File: src/rtl/systolic_pkg.sv
// systolic_pkg: shared sizes, feeder FSM states and tile-select codes for the systolic array feeder
package systolic_pkg;
  localparam int DATA_W = 8;
  localparam int N = 4;
  localparam int K = 4;
  localparam int FLUSH_CYCLES = 12;
  typedef enum logic [1:0] {IDLE, FEED, FLUSH, DONE} feeder_state_t;
  localparam logic TILE_SEL_A = 1'b0;
  localparam logic TILE_SEL_W = 1'b1;
endpackage

File: src/rtl/systolic_feeder_if.sv
// systolic_feeder_if: tile write port, start strobe and the array-facing lanes/controls of the feeder
interface systolic_feeder_if #(parameter int DATA_W = systolic_pkg::DATA_W);
  logic wr_en;
  logic wr_sel;
  logic [1:0] wr_row;
  logic [1:0] wr_col;
  logic [DATA_W-1:0] wr_data;
  logic start;
  logic [DATA_W-1:0] a0, a4, a8, a12;
  logic [DATA_W-1:0] w0, w1, w2, w3;
  logic WEn, pauseProcess, busy, done, wr_err;
  modport master (
    output wr_en, wr_sel, wr_row, wr_col, wr_data, start,
    input a0, a4, a8, a12, w0, w1, w2, w3, WEn, pauseProcess, busy, done, wr_err
  );
  modport slave (
    input wr_en, wr_sel, wr_row, wr_col, wr_data, start,
    output a0, a4, a8, a12, w0, w1, w2, w3, WEn, pauseProcess, busy, done, wr_err
  );
endinterface

File: src/rtl/feeder_tile_buf.sv
// feeder_tile_buf: NxK element store, one write port and one combinational read port per lane
module feeder_tile_buf #(
  parameter int DATA_W = 8,
  parameter int N = 4,
  parameter int K = 4
) (
  input  logic clk,
  input  logic rst,
  input  logic wr_en,
  input  logic [$clog2(N)-1:0] wr_lane,
  input  logic [$clog2(K)-1:0] wr_k,
  input  logic [DATA_W-1:0] wr_data,
  input  logic [$clog2(K)-1:0] rd_k [N],
  output logic [DATA_W-1:0] rd_data [N]
);
  logic [DATA_W-1:0] mem [N][K];
  always_ff @(posedge clk)
    if (rst) mem <= '{default: '0};
    else if (wr_en) mem[wr_lane][wr_k] <= wr_data;
  always_comb
    for (int i = 0; i < N; i++) rd_data[i] = mem[i][rd_k[i]];
endmodule

File: src/rtl/systolic_feeder.sv
// systolic_feeder: streams A/W tiles diagonally skewed onto the array lanes, then flushes and pulses done.
// FEEDER_DOUBLE_BUF_EN selects ping-pong tile banks with back-to-back starts.
module systolic_feeder #(
  parameter int DATA_W = systolic_pkg::DATA_W,
  parameter int N = systolic_pkg::N,
  parameter int K = systolic_pkg::K,
  parameter int FLUSH_CYCLES = systolic_pkg::FLUSH_CYCLES
) (
  input logic clk,
  input logic rst,
  systolic_feeder_if.slave f
);
  import systolic_pkg::*;
  localparam int KW = $clog2(K);
  localparam int CW = $clog2(FLUSH_CYCLES + K + N);
`ifdef FEEDER_DOUBLE_BUF_EN
  localparam int NB = 2;
`else
  localparam int NB = 1;
`endif
  feeder_state_t state, state_nxt;
  logic [CW-1:0] cnt;
  logic start_ok, wr_ok, bank, wbank;
  logic [KW-1:0] rd_k [N];
  logic [N-1:0] lane_ok;
  logic [DATA_W-1:0] a_rd [NB][N];
  logic [DATA_W-1:0] w_rd [NB][N];
  logic [DATA_W-1:0] a_q [N];
  logic [DATA_W-1:0] w_q [N];
`ifdef FEEDER_DOUBLE_BUF_EN
  // writes always land in the shadow bank; start flips which bank streams
  assign start_ok = f.start && (state == IDLE || state == DONE);
  assign wr_ok = f.wr_en;
  assign wbank = ~bank;
  assign f.wr_err = 1'b0;
  always_ff @(posedge clk) bank <= rst ? 1'b0 : bank ^ start_ok;
`else
  assign start_ok = f.start && state == IDLE;
  assign wr_ok = f.wr_en && state == IDLE;
  assign bank = 1'b0;
  assign wbank = 1'b0;
  always_ff @(posedge clk) f.wr_err <= rst ? 1'b0 : f.wr_en && state != IDLE;
`endif
  always_ff @(posedge clk) begin
    state <= rst ? IDLE : state_nxt;
    cnt <= (rst || state != state_nxt) ? '0 : cnt + CW'(1);
  end
  always_comb
    state_nxt = (state == IDLE)  ? (start_ok ? FEED : IDLE) :
                (state == FEED)  ? ((cnt == CW'(K + N - 2)) ? FLUSH : FEED) :
                (state == FLUSH) ? ((cnt == CW'(FLUSH_CYCLES - 1)) ? DONE : FLUSH) :
                (start_ok ? FEED : IDLE);
  always_comb begin
    f.busy = state == FEED || state == FLUSH;
    f.WEn = state == FEED || state == FLUSH;
    f.pauseProcess = state == FEED || state == FLUSH;
    f.done = state == DONE;
  end
  // lane i carries element k = t - i; A and W share the same skew so one index set serves both
  always_comb
    for (int i = 0; i < N; i++) begin
      lane_ok[i] = state == FEED && int'(cnt) >= i && int'(cnt) - i < K;
      rd_k[i] = KW'(int'(cnt) - i);
    end
  for (genvar b = 0; b < NB; b++) begin : g_bank
    logic we_a, we_w;
    assign we_a = wr_ok && f.wr_sel == TILE_SEL_A && wbank == 1'(b);
    assign we_w = wr_ok && f.wr_sel == TILE_SEL_W && wbank == 1'(b);
    feeder_tile_buf #(.DATA_W(DATA_W), .N(N), .K(K)) u_a (
      .clk(clk), .rst(rst), .wr_en(we_a), .wr_lane(f.wr_row), .wr_k(f.wr_col),
      .wr_data(f.wr_data), .rd_k(rd_k), .rd_data(a_rd[b])
    );
    feeder_tile_buf #(.DATA_W(DATA_W), .N(N), .K(K)) u_w (
      .clk(clk), .rst(rst), .wr_en(we_w), .wr_lane(f.wr_col), .wr_k(f.wr_row),
      .wr_data(f.wr_data), .rd_k(rd_k), .rd_data(w_rd[b])
    );
  end
  always_ff @(posedge clk)
    for (int i = 0; i < N; i++) begin
      a_q[i] <= (rst || !lane_ok[i]) ? '0 : a_rd[bank][i];
      w_q[i] <= (rst || !lane_ok[i]) ? '0 : w_rd[bank][i];
    end
  assign f.a0 = a_q[0];
  assign f.a4 = a_q[1];
  assign f.a8 = a_q[2];
  assign f.a12 = a_q[3];
  assign f.w0 = w_q[0];
  assign f.w1 = w_q[1];
  assign f.w2 = w_q[2];
  assign f.w3 = w_q[3];
endmodule

File: src/flat_wrapper.sv
// flat-port wrapper written by rule: the top's interface ports become plain ports
module systolic_feeder_flat import systolic_pkg::*;
#(
  parameter int DATA_W = systolic_pkg::DATA_W,
  parameter int N = systolic_pkg::N,
  parameter int K = systolic_pkg::K,
  parameter int FLUSH_CYCLES = systolic_pkg::FLUSH_CYCLES
)
  (clk, rst, f_wr_en, f_wr_sel, f_wr_row, f_wr_col, f_wr_data, f_start, f_a0, f_a4, f_a8, f_a12, f_w0, f_w1, f_w2, f_w3, f_WEn, f_pauseProcess, f_busy, f_done, f_wr_err);
  systolic_feeder_if #(.DATA_W(DATA_W)) f_i ();
  input logic clk;
  input logic rst;
  input wire logic [$bits(f_i.wr_en)-1:0] f_wr_en;
  input wire logic [$bits(f_i.wr_sel)-1:0] f_wr_sel;
  input wire logic [$bits(f_i.wr_row)-1:0] f_wr_row;
  input wire logic [$bits(f_i.wr_col)-1:0] f_wr_col;
  input wire logic [$bits(f_i.wr_data)-1:0] f_wr_data;
  input wire logic [$bits(f_i.start)-1:0] f_start;
  output wire logic [$bits(f_i.a0)-1:0] f_a0;
  output wire logic [$bits(f_i.a4)-1:0] f_a4;
  output wire logic [$bits(f_i.a8)-1:0] f_a8;
  output wire logic [$bits(f_i.a12)-1:0] f_a12;
  output wire logic [$bits(f_i.w0)-1:0] f_w0;
  output wire logic [$bits(f_i.w1)-1:0] f_w1;
  output wire logic [$bits(f_i.w2)-1:0] f_w2;
  output wire logic [$bits(f_i.w3)-1:0] f_w3;
  output wire logic [$bits(f_i.WEn)-1:0] f_WEn;
  output wire logic [$bits(f_i.pauseProcess)-1:0] f_pauseProcess;
  output wire logic [$bits(f_i.busy)-1:0] f_busy;
  output wire logic [$bits(f_i.done)-1:0] f_done;
  output wire logic [$bits(f_i.wr_err)-1:0] f_wr_err;
  assign f_i.wr_en = f_wr_en;
  assign f_i.wr_sel = f_wr_sel;
  assign f_i.wr_row = f_wr_row;
  assign f_i.wr_col = f_wr_col;
  assign f_i.wr_data = f_wr_data;
  assign f_i.start = f_start;
  assign f_a0 = f_i.a0;
  assign f_a4 = f_i.a4;
  assign f_a8 = f_i.a8;
  assign f_a12 = f_i.a12;
  assign f_w0 = f_i.w0;
  assign f_w1 = f_i.w1;
  assign f_w2 = f_i.w2;
  assign f_w3 = f_i.w3;
  assign f_WEn = f_i.WEn;
  assign f_pauseProcess = f_i.pauseProcess;
  assign f_busy = f_i.busy;
  assign f_done = f_i.done;
  assign f_wr_err = f_i.wr_err;
  systolic_feeder #(.DATA_W(DATA_W), .N(N), .K(K), .FLUSH_CYCLES(FLUSH_CYCLES)) u_core (.clk(clk), .rst(rst), .f(f_i));
endmodule
File: config.mk
export PLATFORM = sky130hd
export DESIGN_NAME = systolic_feeder_flat
export DESIGN_NICKNAME = d
export VERILOG_FILES = /design/src/rtl/systolic_pkg.sv /design/src/rtl/systolic_feeder_if.sv /design/src/rtl/feeder_tile_buf.sv /design/src/rtl/systolic_feeder.sv /design/src/flat_wrapper.sv
export SDC_FILE = /design/constraint.sdc
export NUM_CORES = 1
export LEC_CHECK = 0
export CELL_PAD_IN_SITES_DETAIL_PLACEMENT = 1
export CELL_PAD_IN_SITES_GLOBAL_PLACEMENT = 2
export CORE_AREA = 5 5 190 192
export DETAILED_ROUTE_END_ITERATION = 10
export DIE_AREA = 0 0 195 197
export GPL_ROUTABILITY_DRIVEN = 1
export PLACE_DENSITY = 0.88
export SLEW_MARGIN = 20
export SYNTH_ARGS = -nofsm -noshare
export SYNTH_HDL_FRONTEND = slang
export SYNTH_SLANG_ARGS = --single-unit
File: constraint.sdc
create_clock -name clk -period 3.8 [get_ports clk]
set_clock_uncertainty 0.2 [all_clocks]
set_input_delay 0.76 -clock clk [delete_from_list [all_inputs] [get_ports clk]]
set_output_delay 0.76 -clock clk [all_outputs]
set_load 0.005 [all_outputs]
==> metrics.md, run 1 <==
| Metric | Value |
|---|---|
| Status | finished, final reports clean |
| F_max | 336 MHz |
| Gate Count Post-Synth | 1,177 |
| Setup violations, final | 0 |
| CP Cell Sequence | clkdlybuf4s50_1 -> buf_4 -> nand2b_1 -> or4_1 -> mux2i_1 -> nor2_1 |
| Max-Cap Viols | 0 |
| Count leader, synth | dfxtp_1 |
| Post-Layout Inst Area | 15,800 um2 |
| Max Transition Viols Final | 0 |
| Core area | 34,200 um2 |
| Cell variety after synth | 45 |
| Total power | 7.54 mW |
| Pwr/cell area | 477 nW/um2 |
| Worst path max stage delay | 0.81 ns |
| Peak supply drop | 0.277 mV |
| Post-Synth XOR/XNOR Area | 0.00261 |
| Min Clock Period, post-route | a little under 3 ns |
| Post-synth ARST share | 0 |
| Vias in the first global route | 9,554 |
| Worst path bufs/invs | 2 |
| Post-synth EDFFs | 0 |
| Routed len/inst | 19.4 um |
| Required @ worst endpoint | 3.97 ns |
| Sequential area share after synthesis | 0.490 |
| Post-Synth Adder-Cell Area | 0.0112 |
| Row count | between 60 and 70 |
| Synth Area in Compound Gates | 0.0101 |
| Ys flop type | dfxtp_1 |
| Chip width | around 200 um |
| Die area | between 30,000 and 40,000 um2 |
| Gpl congestion | a little under 0.8 |
| Simple logic cell fraction of the synthesized area | 0.152 |
| CP Max Fanout | 8 |
| Post CTS Setup Buffer Count | 0 |
| CP Class | input pin to flip-flop |
| Delay-heaviest family, CP | simple AND/OR/NAND/NOR gates |
| Max-Slew Margin vs Limit | 0.460 |
| Vias per cell | 5.15 |
| Clk root buf | clkbuf_16 |
| First-pass GRT wire length | 53,300 um |
| Share of cells above drive strength 1 | 0.141 |
| WL final | 33,200 um |
| Placed cell areas | 14,600 um2 |
| Initial antenna violation count | 2 |
| Fin Hold WS | between 0.2 and 0.3 ns |
| Post-synth top cells | 328 x dfxtp_1, 265 x nor2_1, 257 x mux2i_1 |
| CP max stage cell | or4_1 |
| Final #Nets | 1,261 |
| Slew of the pin with the lowest slew margin | 0.807 ns |
| Clock buffer depth | 3 |
| Register Area | 6570 um2 |
| Post-synth top area share | 0.490 |
| Synth Net Count | around 1,200 |
| Avg Cell Area, Syn | 11.4 um2 |
| Nature of the critical path endpoint | flip-flop |
| Warnings, synthesis | 0 |
| Arrival time at the worst endpoint | 3.14 ns |
| Area growth from synthesis to layout | 17.9% |
| Cell Area, Synth | approximately 13,000 um2 |
| Starting density of the core | 0.392 |
| Total grt overflow | 0 |
| Mux share of post-synthesis cell area | 0.300 |
| DR iter-0 viols | 361 |
| Fin. Hold Viols | 0 |
| P_leak | 5.98 nW |
| # resized after CTS | 0 |
| Num CTS Buffers | 37 |
| Largest family of logic cells by synthesized area | multiplexers |
| RSZ-0062 raised after global routing | no |
| Post-DP HPWL | 20,300 um |
| Cell taking the most area after synthesis | dfxtp_1 |
| Core Util, Final | 0.462 |
| # DRC | 0 |
| H-tree depth | 2 |
| Largest net degree at the start of global routing | between 100 and 150 |
| Via count | 8,834 |
| Hold crit path type | flip-flop to flip-flop |
| Clock Latency Late Sink | 0.51 ns |
| Top Ports | 86 |
| Die Y | just under 200 um |
| Clk slew on worst S/H paths | 0.06 ns |
| Hold Buf Count CTS | 0 |
| Clk sinks | 328 |
| Post-synthesis register bit count | 328 |
| Period utilization | 0.782 |
| CP Launch Type | input pin |
| Fillers | 3,651 |
| Number of routed nets with antenna violations | 0 |
| Drt first pass iters | 4 |
| Post-route setup TNS | 0 ns |
| Total track usage | 0.171 |
| Synth area leaders | dfxtp_1 49%, mux2i_1 19%, mux4_2 11% |
| CTS tree | done |
| IO buf count | between 80 and 90 |
| Multi-input gate area | 6370 um2 |
per-layer routing:
layer,share of wire,vias to the layer above,track usage,wire length (um)
li1,-,4155,-,-
met1,0.46,4494,0.229,15400
met2,0.49,141,0.290,16100
met3,0.033,42,0.0274,1110
met4,0.017,2,0.0419,571
met5,0.00024,-,0,8
cell usage in the layout (no fill, tap or decap), types with 2 or more instances in the layout:
| cell | instances |
|---|---|
| inv_6 | 2 |
| nand3b_1 | 5 |
| mux4_2 | 64 |
| nand3_1 | 3 |
| nor4_4 | 4 |
| nand2b_1 | 5 |
| nor2_1 | 265 |
| inv_1 | 8 |
| or4_1 | 3 |
| nor3b_1 | 17 |
| a211oi_1 | 5 |
| clkbuf_16 | 39 |
| dfxtp_1 | 326 |
| nand4_1 | 2 |
| buf_4 | 28 |
| clkbuf_1 | 11 |
| clkdlybuf4s50_1 | 84 |
| ha_1 | 12 |
| nor2b_1 | 49 |
| clkinv_2 | 6 |
| mux2i_1 | 257 |
| clkbuf_8 | 5 |
| o21ai_1 | 2 |
| xor2_1 | 3 |
| nand2_1 | 7 |
| o311a_1 | 2 |
| nor3_4 | 18 |
| o21ai_0 | 2 |
cell type report:
cell class	count	area share
Antenna cell	1	0.000158
Clock buffer	55	0.0687
Timing Repair Buffer	114	0.0685
Sequential cell	328	0.416
Tap cell	455	0.0360
Multi-Input combinational cell	743	0.403
Clock inverter	10	0.00538
Inverter	8	0.00190
report_power, final:
| group | total, mW | internal (mW) | switching, mW |
|---|---|---|---|
| sequential | 3.51 | 3.46 | 0.0494 |
| combinational | 0.587 | 0.213 | 0.373 |
| clock | 3.44 | 2.05 | 1.39 |
| total | 7.54 | 5.73 | 1.81 |
flip-flops by register name, summed over array words and instances, names as in the netlist:
register,cells
u_core.a_q,32
u_core.cnt,5
u_core.f.wr_err,1
u_core.g_bank.u_a.mem,128
u_core.g_bank.u_w.mem,128
u_core.state,2
u_core.w_q,32
worst register-to-register path, stage by stage, from the launching register on:
cell and delay (ns):
dfxtp_1 0.61, inv_1 0.19, ha_1 0.27, o41ai_1 0.24
nand4_1 0.68, nor3b_1 0.61
path summary, 6_finish.rpt:
| check | startpoint | slack, ns | cells after the start | end |
|---|---|---|---|---|
| hold reg to reg | u_core.g_bank[0].u_a.mem[11] | 0.29 | 2 | u_core.g_bank[0].u_a.mem[11] |
| hold / removal | u_core.g_bank[0].u_a.mem[11] | 0.29 | 2 | u_core.g_bank[0].u_a.mem[11] |
| setup / recovery | f_wr_col[1] | 0.83 | 6 | u_core.g_bank[0].u_a.mem[113] |
| setup reg to reg | u_core.cnt[2] | 0.86 | 5 | u_core.w_q[2][0] |
cells by family after synthesis:
kind of cell    count (synthesis)
mux                           321
flops                         328
buf+inv                       106
xor+xnor                        4
compound gates                 18
simple gates                  388
fa+ha+maj                      12
metrics by stage:
step | setup WS, ns | cells
final | 0.827 | 1714
after global routing | 0.615 | 1714
after CTS | 0.851 | 1713
after detailed placement | 0.364 | 1648
after global placement | 0.412 | 1648
after floorplan | 1.01 | 1177
(Power assumes the default switching activity.)
==> run 2, diff against run 1 <==
==> constraint.sdc (replaced) <==
create_clock -name clk -period 3 [get_ports clk]
set_clock_uncertainty 0.2 [all_clocks]
set_input_delay 0.6 -clock clk [delete_from_list [all_inputs] [get_ports clk]]
set_output_delay 0.6 -clock clk [all_outputs]
set_load 0.005 [all_outputs]
==> run 2 against run 1 <==
  * Clock power grew 33%
  * Largest cell class unchanged
  * Sequential power grew 26%
  * Critical path type is now flip-flop to primary output
  * Count of clock-buffer cells in the layout grew 5
  * Die area is the same
  * Total power grew 30%
  * First-iteration DRC count grew 6.9%
  * Combinational power grew 36%
  * Global-route usage grew 0.72 points
  * Largest power group is now the clock network
  * Final area grew 2.3%
  * Critical path depth shrank 3
  * Hold slack lost 0.19 ns
==> metrics.md, run 2 (synthesized netlist as in run 1, its figures left out) <==
| Metric | Value |
|---|---|
| Status | finished, final reports clean |
| Clk sinks | between 300 and 400 |
| Post-Layout Inst Area | 16,200 um2 |
| RSZ-0062 raised after global routing | no |
| Clock buffer depth | 3 |
| Max Transition Viols Final | 0 |
| Fin Hold WS | 0.0981 ns |
| CP max stage cell | clkdlybuf4s50_1 |
| Clock Latency Late Sink | 0.52 ns |
| Period utilization | 0.888 |
| Chip width | slightly below 200 um |
| CTS tree | done |
| Ant. Diodes | 0 |
| Gpl congestion | 0.765 |
| Multi-input gate area | 6370 um2 |
| Fin. Hold Viols | 0 |
| Clk root buf | clkbuf_16 |
| Fillers | 3,594 |
| Required @ worst endpoint | 2.20 ns |
| Max-Slew Margin vs Limit | 0.492 |
| Min Clock Period, post-route | 2.66 ns |
| Commonest non-fill, non-tap cell in the layout | dfxtp_1 |
| WL final | 34,000 um |
| Nature of the critical path endpoint | primary output |
| Core area | 34,200 um2 |
| Die Y | 197 um |
| # resized after CTS | 0 |
| Top Ports | 86 |
| Peak supply drop | 0.417 mV |
| Setup violations, final | 0 |
| Slew of the pin with the lowest slew margin | 0.762 ns |
| Via count | 8,900 |
| Routed len/inst | 19.4 um |
| Flop pwr share | 0.451 |
| Arrival time at the worst endpoint | approximately 1.9 ns |
| Post CTS Setup Buffer Count | 0 |
| First-pass GRT wire length | 55,300 um |
| Num CTS Buffers | 37 |
| CP Max Fanout | 5 |
| CP Class | flip-flop to primary output |
| Final #Nets | roughly 1,300 |
| Commonest cells after routing, fill and taps aside | 326 x dfxtp_1, 265 x nor2_1, 257 x mux2i_1 |
| Biggest regs | u_core.g_bank.u_a.mem (128), u_core.g_bank.u_w.mem (128) |
| Initial antenna violation count | 2 |
| Row count | 68 |
| Area growth from synthesis to layout | 20.6% |
| Vias per cell | 5.09 |
| Vias in the first global route | 9,666 |
| Placed cell areas | 14,900 um2 |
| P_leak | roughly 6.2 nW |
| Clock power share | 0.468 |
| Total grt overflow | 0 |
| Hold crit path type | input pin to flip-flop |
| Clk slew on worst S/H paths | 0.05 ns |
| IO buf count | 85 |
| F_max | roughly 380 MHz |
| DR iter-0 viols | 386 |
| H-tree depth | 2 |
| Die area | 38,400 um2 |
| Sw Pwr | ~2.3 mW |
| Post-route setup TNS | 0 ns |
| Gate power share | 0.081 |
| Largest net degree at the start of global routing | 149 |
| Share of cells above drive strength 1 | 0.162 |
| Total track usage | 0.178 |
| Hold Buf Count CTS | 0 |
| Pwr/cell area | 606 nW/um2 |
| Post-DP HPWL | 20,900 um |
| Starting density of the core | 0.392 |
| CP Cell Sequence | inv_1 -> ha_1 -> clkdlybuf4s50_1 |
| CP Launch Type | flip-flop |
| Switch share | 0.231 |
| Max-Cap Viols | 0 |
| Drt first pass iters | 4 |
| Worst path max stage delay | 0.51 ns |
| Number of routed nets with antenna violations | 0 |
| Register Area | 6570 um2 |
| # DRC | 0 |
| Internal power | ~7.5 mW |
run 2: worst max-delay path, delay by kind of cell (launching register included):
kind       cells  cell delay, ns
fa+ha+maj      1            0.33
buf+inv        2            0.62
flops          1            0.41
run 2: power groups by stage:
stage	Clock (mW)	Sequential, mW	Combinational [mW]
after global routing	4.91	4.42	0.860
after floorplan	0	4.49	0.568
after detailed placement	0	4.51	0.804
final	4.58	4.42	0.797
after CTS	4.72	4.41	0.810
after global placement	0	4.51	0.791
run 2: worst paths after layout:
path	from	depth (start not counted)	slack, ns	end
worst min-delay path	rst	2	0.1	u_core.state[1]
worst max-delay path	u_core.state[0]	3	0.34	f_WEn
worst max register to register	u_core.cnt[2]	6	0.56	u_core.w_q[2][2]
worst min register to register	u_core.g_bank[0].u_a.mem[44]	2	0.29	u_core.g_bank[0].u_a.mem[44]
run 2: layer usage:
metal	vias to the layer above	track usage	wire length [um]
li1	4229	-	-
met3	38	0.0338	1570
met1	4466	0.234	15100
met2	163	0.309	16800
met4	4	0.0359	444
met5	-	0	23
run 2: final cells by class:
type,count,area share
multi-input combinational,743,0.394
clock inverter,6,0.00674
clock buffer,60,0.0703
timing repair buffer,149,0.0848
inverter,8,0.00186
tap,455,0.0352
sequential,328,0.407
run 2: stage by stage:
step | std cells | setup slack, ns | util | total power [mW]
2_1_floorplan | 1177 | 0.207 | - | 5.06
3_3_place_gp | 1683 | 0.222 | 0.436 | 5.30
3_5_place_dp | 1683 | 0.138 | 0.436 | 5.31
4_1_cts | 1749 | 0.300 | 0.472 | 9.94
5_1_grt | 1749 | 0.233 | 0.472 | 10.2
6_report | 1749 | 0.336 | 0.472 | 9.79
==> run 3, diff against run 2 <==
--- a/config.mk
+++ b/config.mk
@@ -7,11 +7,12 @@
 export LEC_CHECK = 0
 export CELL_PAD_IN_SITES_DETAIL_PLACEMENT = 1
 export CELL_PAD_IN_SITES_GLOBAL_PLACEMENT = 2
-export CORE_AREA = 5 5 190 192
+export CORE_AREA = 5 5 199 201
 export DETAILED_ROUTE_END_ITERATION = 10
-export DIE_AREA = 0 0 195 197
+export DIE_AREA = 0 0 204 206
 export GPL_ROUTABILITY_DRIVEN = 1
-export PLACE_DENSITY = 0.88
+export PLACE_DENSITY = 0.85
+export RECOVER_POWER = 100
 export SLEW_MARGIN = 20
 export SYNTH_ARGS = -nofsm -noshare
 export SYNTH_HDL_FRONTEND = slang
==> constraint.sdc (replaced) <==
create_clock -name clk -period 2.2 [get_ports clk]
set_clock_uncertainty 0.2 [all_clocks]
set_input_delay 0.44 -clock clk [delete_from_list [all_inputs] [get_ports clk]]
set_output_delay 0.44 -clock clk [all_outputs]
set_load 0.005 [all_outputs]
==> run 3 against run 2 <==
  * Sequential share of layout area fell by 0.98 points
  * Utilization decreased by 3.0 points
  * Critical path depth increased by 3
  * Global-route usage fell by 1.4 points
  * Sequential cell count unchanged
  * Count of clock-buffer cells in the layout down 6
  * Critical path type is now flip-flop to flip-flop
  * Register-to-register slack worse by 0.48 ns
  * Hold slack improved by 0.19 ns
  * Sequential power is 36% higher
==> metrics.md, run 3 (synthesized netlist as in run 1, its figures left out) <==
| Metric | Value |
|---|---|
| Gate power share | 0.085 |
| Routed len/inst | 18.8 um |
| # DRC | 0 |
| CP Class | flip-flop to flip-flop |
| Placed cells | between 1,500 and 2,000 |
| IO buf count | 85 |
| Fin. Hold Viols | 0 |
| Vias in the first global route | between 9,000 and 10,000 |
| Largest net degree at the start of global routing | 130 |
| Required @ worst endpoint | 2.39 ns |
| CTS tree | done |
| Number of routed nets with antenna violations | 0 |
| Slew of the pin with the lowest slew margin | roughly 0.60 ns |
| CP Max Fanout | 8 |
| Flop pwr share | 0.451 |
| Drt first pass iters | 5 |
| Fillers | between 3,000 and 4,000 |
| Sw Pwr | roughly 3.2 mW |
| Biggest regs | u_core.g_bank.u_a.mem (128), u_core.g_bank.u_w.mem (128) |
| Hold crit path type | flip-flop to flip-flop |
| Status | finished, final reports clean |
| P_leak | 6.49 nW |
| Non-filler cells, final | about 1,800 |
| Nature of the critical path endpoint | flip-flop |
| Share of cells above drive strength 1 | 0.176 |
| Clock power share | 0.464 |
| Worst hold stages | 2 |
| Row count | 71 |
| CP max stage cell | or3b_1 |
| Levels on crit path | 6 |
| Peak supply drop | 0.676 mV |
| Setup violations, final | 0 |
| Initial antenna violation count | 1 |
| Multi-input gate area | 6310 um2 |
| WL final | between 30,000 and 40,000 um |
| Top Ports | 86 |
| Dpl ws | -0.378 ns |
| Arrival time at the worst endpoint | 2.31 ns |
| Area growth from synthesis to layout | 23.6% |
| Register Area | 6570 um2 |
| F_max | between 400 and 500 MHz |
| Gpl congestion | 0.779 |
| CP Launch Type | flip-flop |
| Max Transition Viols Final | 0 |
| Clock Latency Late Sink | 0.54 ns |
| Die area | 42,000 um2 |
| DR iter-0 viols | 354 |
| Vias per cell | 4.90 |
| Clk slew on worst S/H paths | 0.06 ns |
| Clk root buf | clkbuf_16 |
| Die Y | 206 um |
| Switch share | 0.238 |
| Post-DP HPWL | 21,700 um |
| Commonest cells after routing, fill and taps aside | 326 x dfxtp_1, 264 x nor2_1, 257 x mux2i_1 |
| Period utilization | 0.965 |
| RSZ-0062 raised after global routing | no |
| Worst path max stage delay | 0.39 ns |
| Pwr/cell area | 806 nW/um2 |
| Num CTS Buffers | 37 |
| Max-Cap Viols | 0 |
| H-tree depth | 2 |
| Clk sinks | 328 |
| Min Clock Period, post-route | roughly 2.1 ns |
| First-pass GRT wire length | 55,200 um |
| Final WS setup | a little under 0.08 ns |
| Total track usage | 0.164 |
| Delay-heaviest family, CP | compound AO/OA/AOI/OAI gates |
| Reg2reg path depth | 6 |
| Core area | between 30,000 and 40,000 um2 |
| Via count | 8,947 |
| Total grt overflow | 0 |
| Final #Nets | 1,318 |
| Chip width | 204 um |
| Commonest non-fill, non-tap cell in the layout | dfxtp_1 |
| Starting density of the core | 0.358 |
| Worst path bufs/invs | 1 |
| Internal power | 10.2 mW |
| CP Cell Sequence | inv_1 -> ha_1 -> or3b_1 -> o311a_1 -> o21ai_1 -> a211oi_1 |
| Ant. Diodes | 0 |
| Max-Slew Margin vs Limit | 0.602 |
| Clock buffer depth | 3 |
run 3: changes by cell type in the layout (fill, tap and decap cells not counted), sizes merged:
| cell | previous run | this run |
|---|---|---|
| clkbuf | 60 | 70 |
| dlygate4sd3 | 0 | 66 |
| clkinv | 2 | 8 |
| buf | 65 | 70 |
| clkdlybuf4s50 | 84 | 15 |
| dlygate4sd2 | 0 | 4 |
run 3: worst paths after layout:
| path | end | start | slack, ns |
|---|---|---|---|
| worst min-delay path | u_core.g_bank[0].u_a.mem[85] | u_core.g_bank[0].u_a.mem[85] | 0.29 |
| worst min register to register | u_core.g_bank[0].u_a.mem[85] | u_core.g_bank[0].u_a.mem[85] | 0.29 |
| worst max-delay path | u_core.cnt[3] | u_core.cnt[0] | 0.08 |
| worst max register to register | u_core.cnt[3] | u_core.cnt[0] | 0.08 |
run 3: power by group through the flow:
stage / Combinational (mW) / Clock, mW / Sequential, mW
after global routing: 1.22 / 6.61 / 6.01
after global placement: 1.15 / 0 / 6.14
final: 1.14 / 6.19 / 6.01
after floorplan: 0.827 / 0 / 6.13
after CTS: 1.18 / 6.37 / 6.01
after detailed placement: 1.17 / 0 / 6.14
run 3: worst min-delay path, delay by kind of cell, from the launching register on:
family	cells	cell delay, ns
flip-flops	1	0.32
multiplexers	1	0.07
AND/OR/NAND/NOR	1	0.07
run 3: final cells by class:
class                           count  share of cell area
Clock inverter                     12             0.00861
Tap cell                          511              0.0386
Sequential cell                   328               0.397
Multi-Input combinational cell    743               0.381
Inverter                            8             0.00181
Clock buffer                       54              0.0648
Timing Repair Buffer              171               0.108
run 3: through the flow:
| stage | power [mW] | hold WS [ns] | area (um2) | util | TNS (ns) |
|---|---|---|---|---|---|
| after global placement | 7.29 | 0.267 | 15500 | 0.416 | -42.28 |
| final | 13.3 | 0.290 | 16600 | 0.443 | 0 |
| after detailed placement | 7.32 | 0.280 | 15500 | 0.416 | -57.60 |
| after floorplan | 6.96 | 0.255 | 13500 | - | 0 |
| after CTS | 13.6 | 0.295 | 16800 | 0.448 | 0 |
| after global routing | 13.8 | 0.318 | 16600 | 0.443 | 0 |
run 3: repair_timing:
| item | CTS | global route |
|---|---|---|
| buffers inserted | 0 | 1 |
| hold endpoints to repair | 3 | 0 |
| pin swaps | 0 | 1 |
| gates resized for setup | 6 | 5 |
| hold buffers | 1 | 0 |
| endpoints found under the setup margin | 31 | 27 |
run 3: routing by layer:
layer	up-vias	track usage	routed length, um	share of wire
met3	50	0.0260	1240	0.036
li1	4271	-	-	-
met4	2	0.0514	833	0.024
met5	-	0	14	0.00041
met1	4481	0.213	15300	0.45
met2	143	0.283	16800	0.49
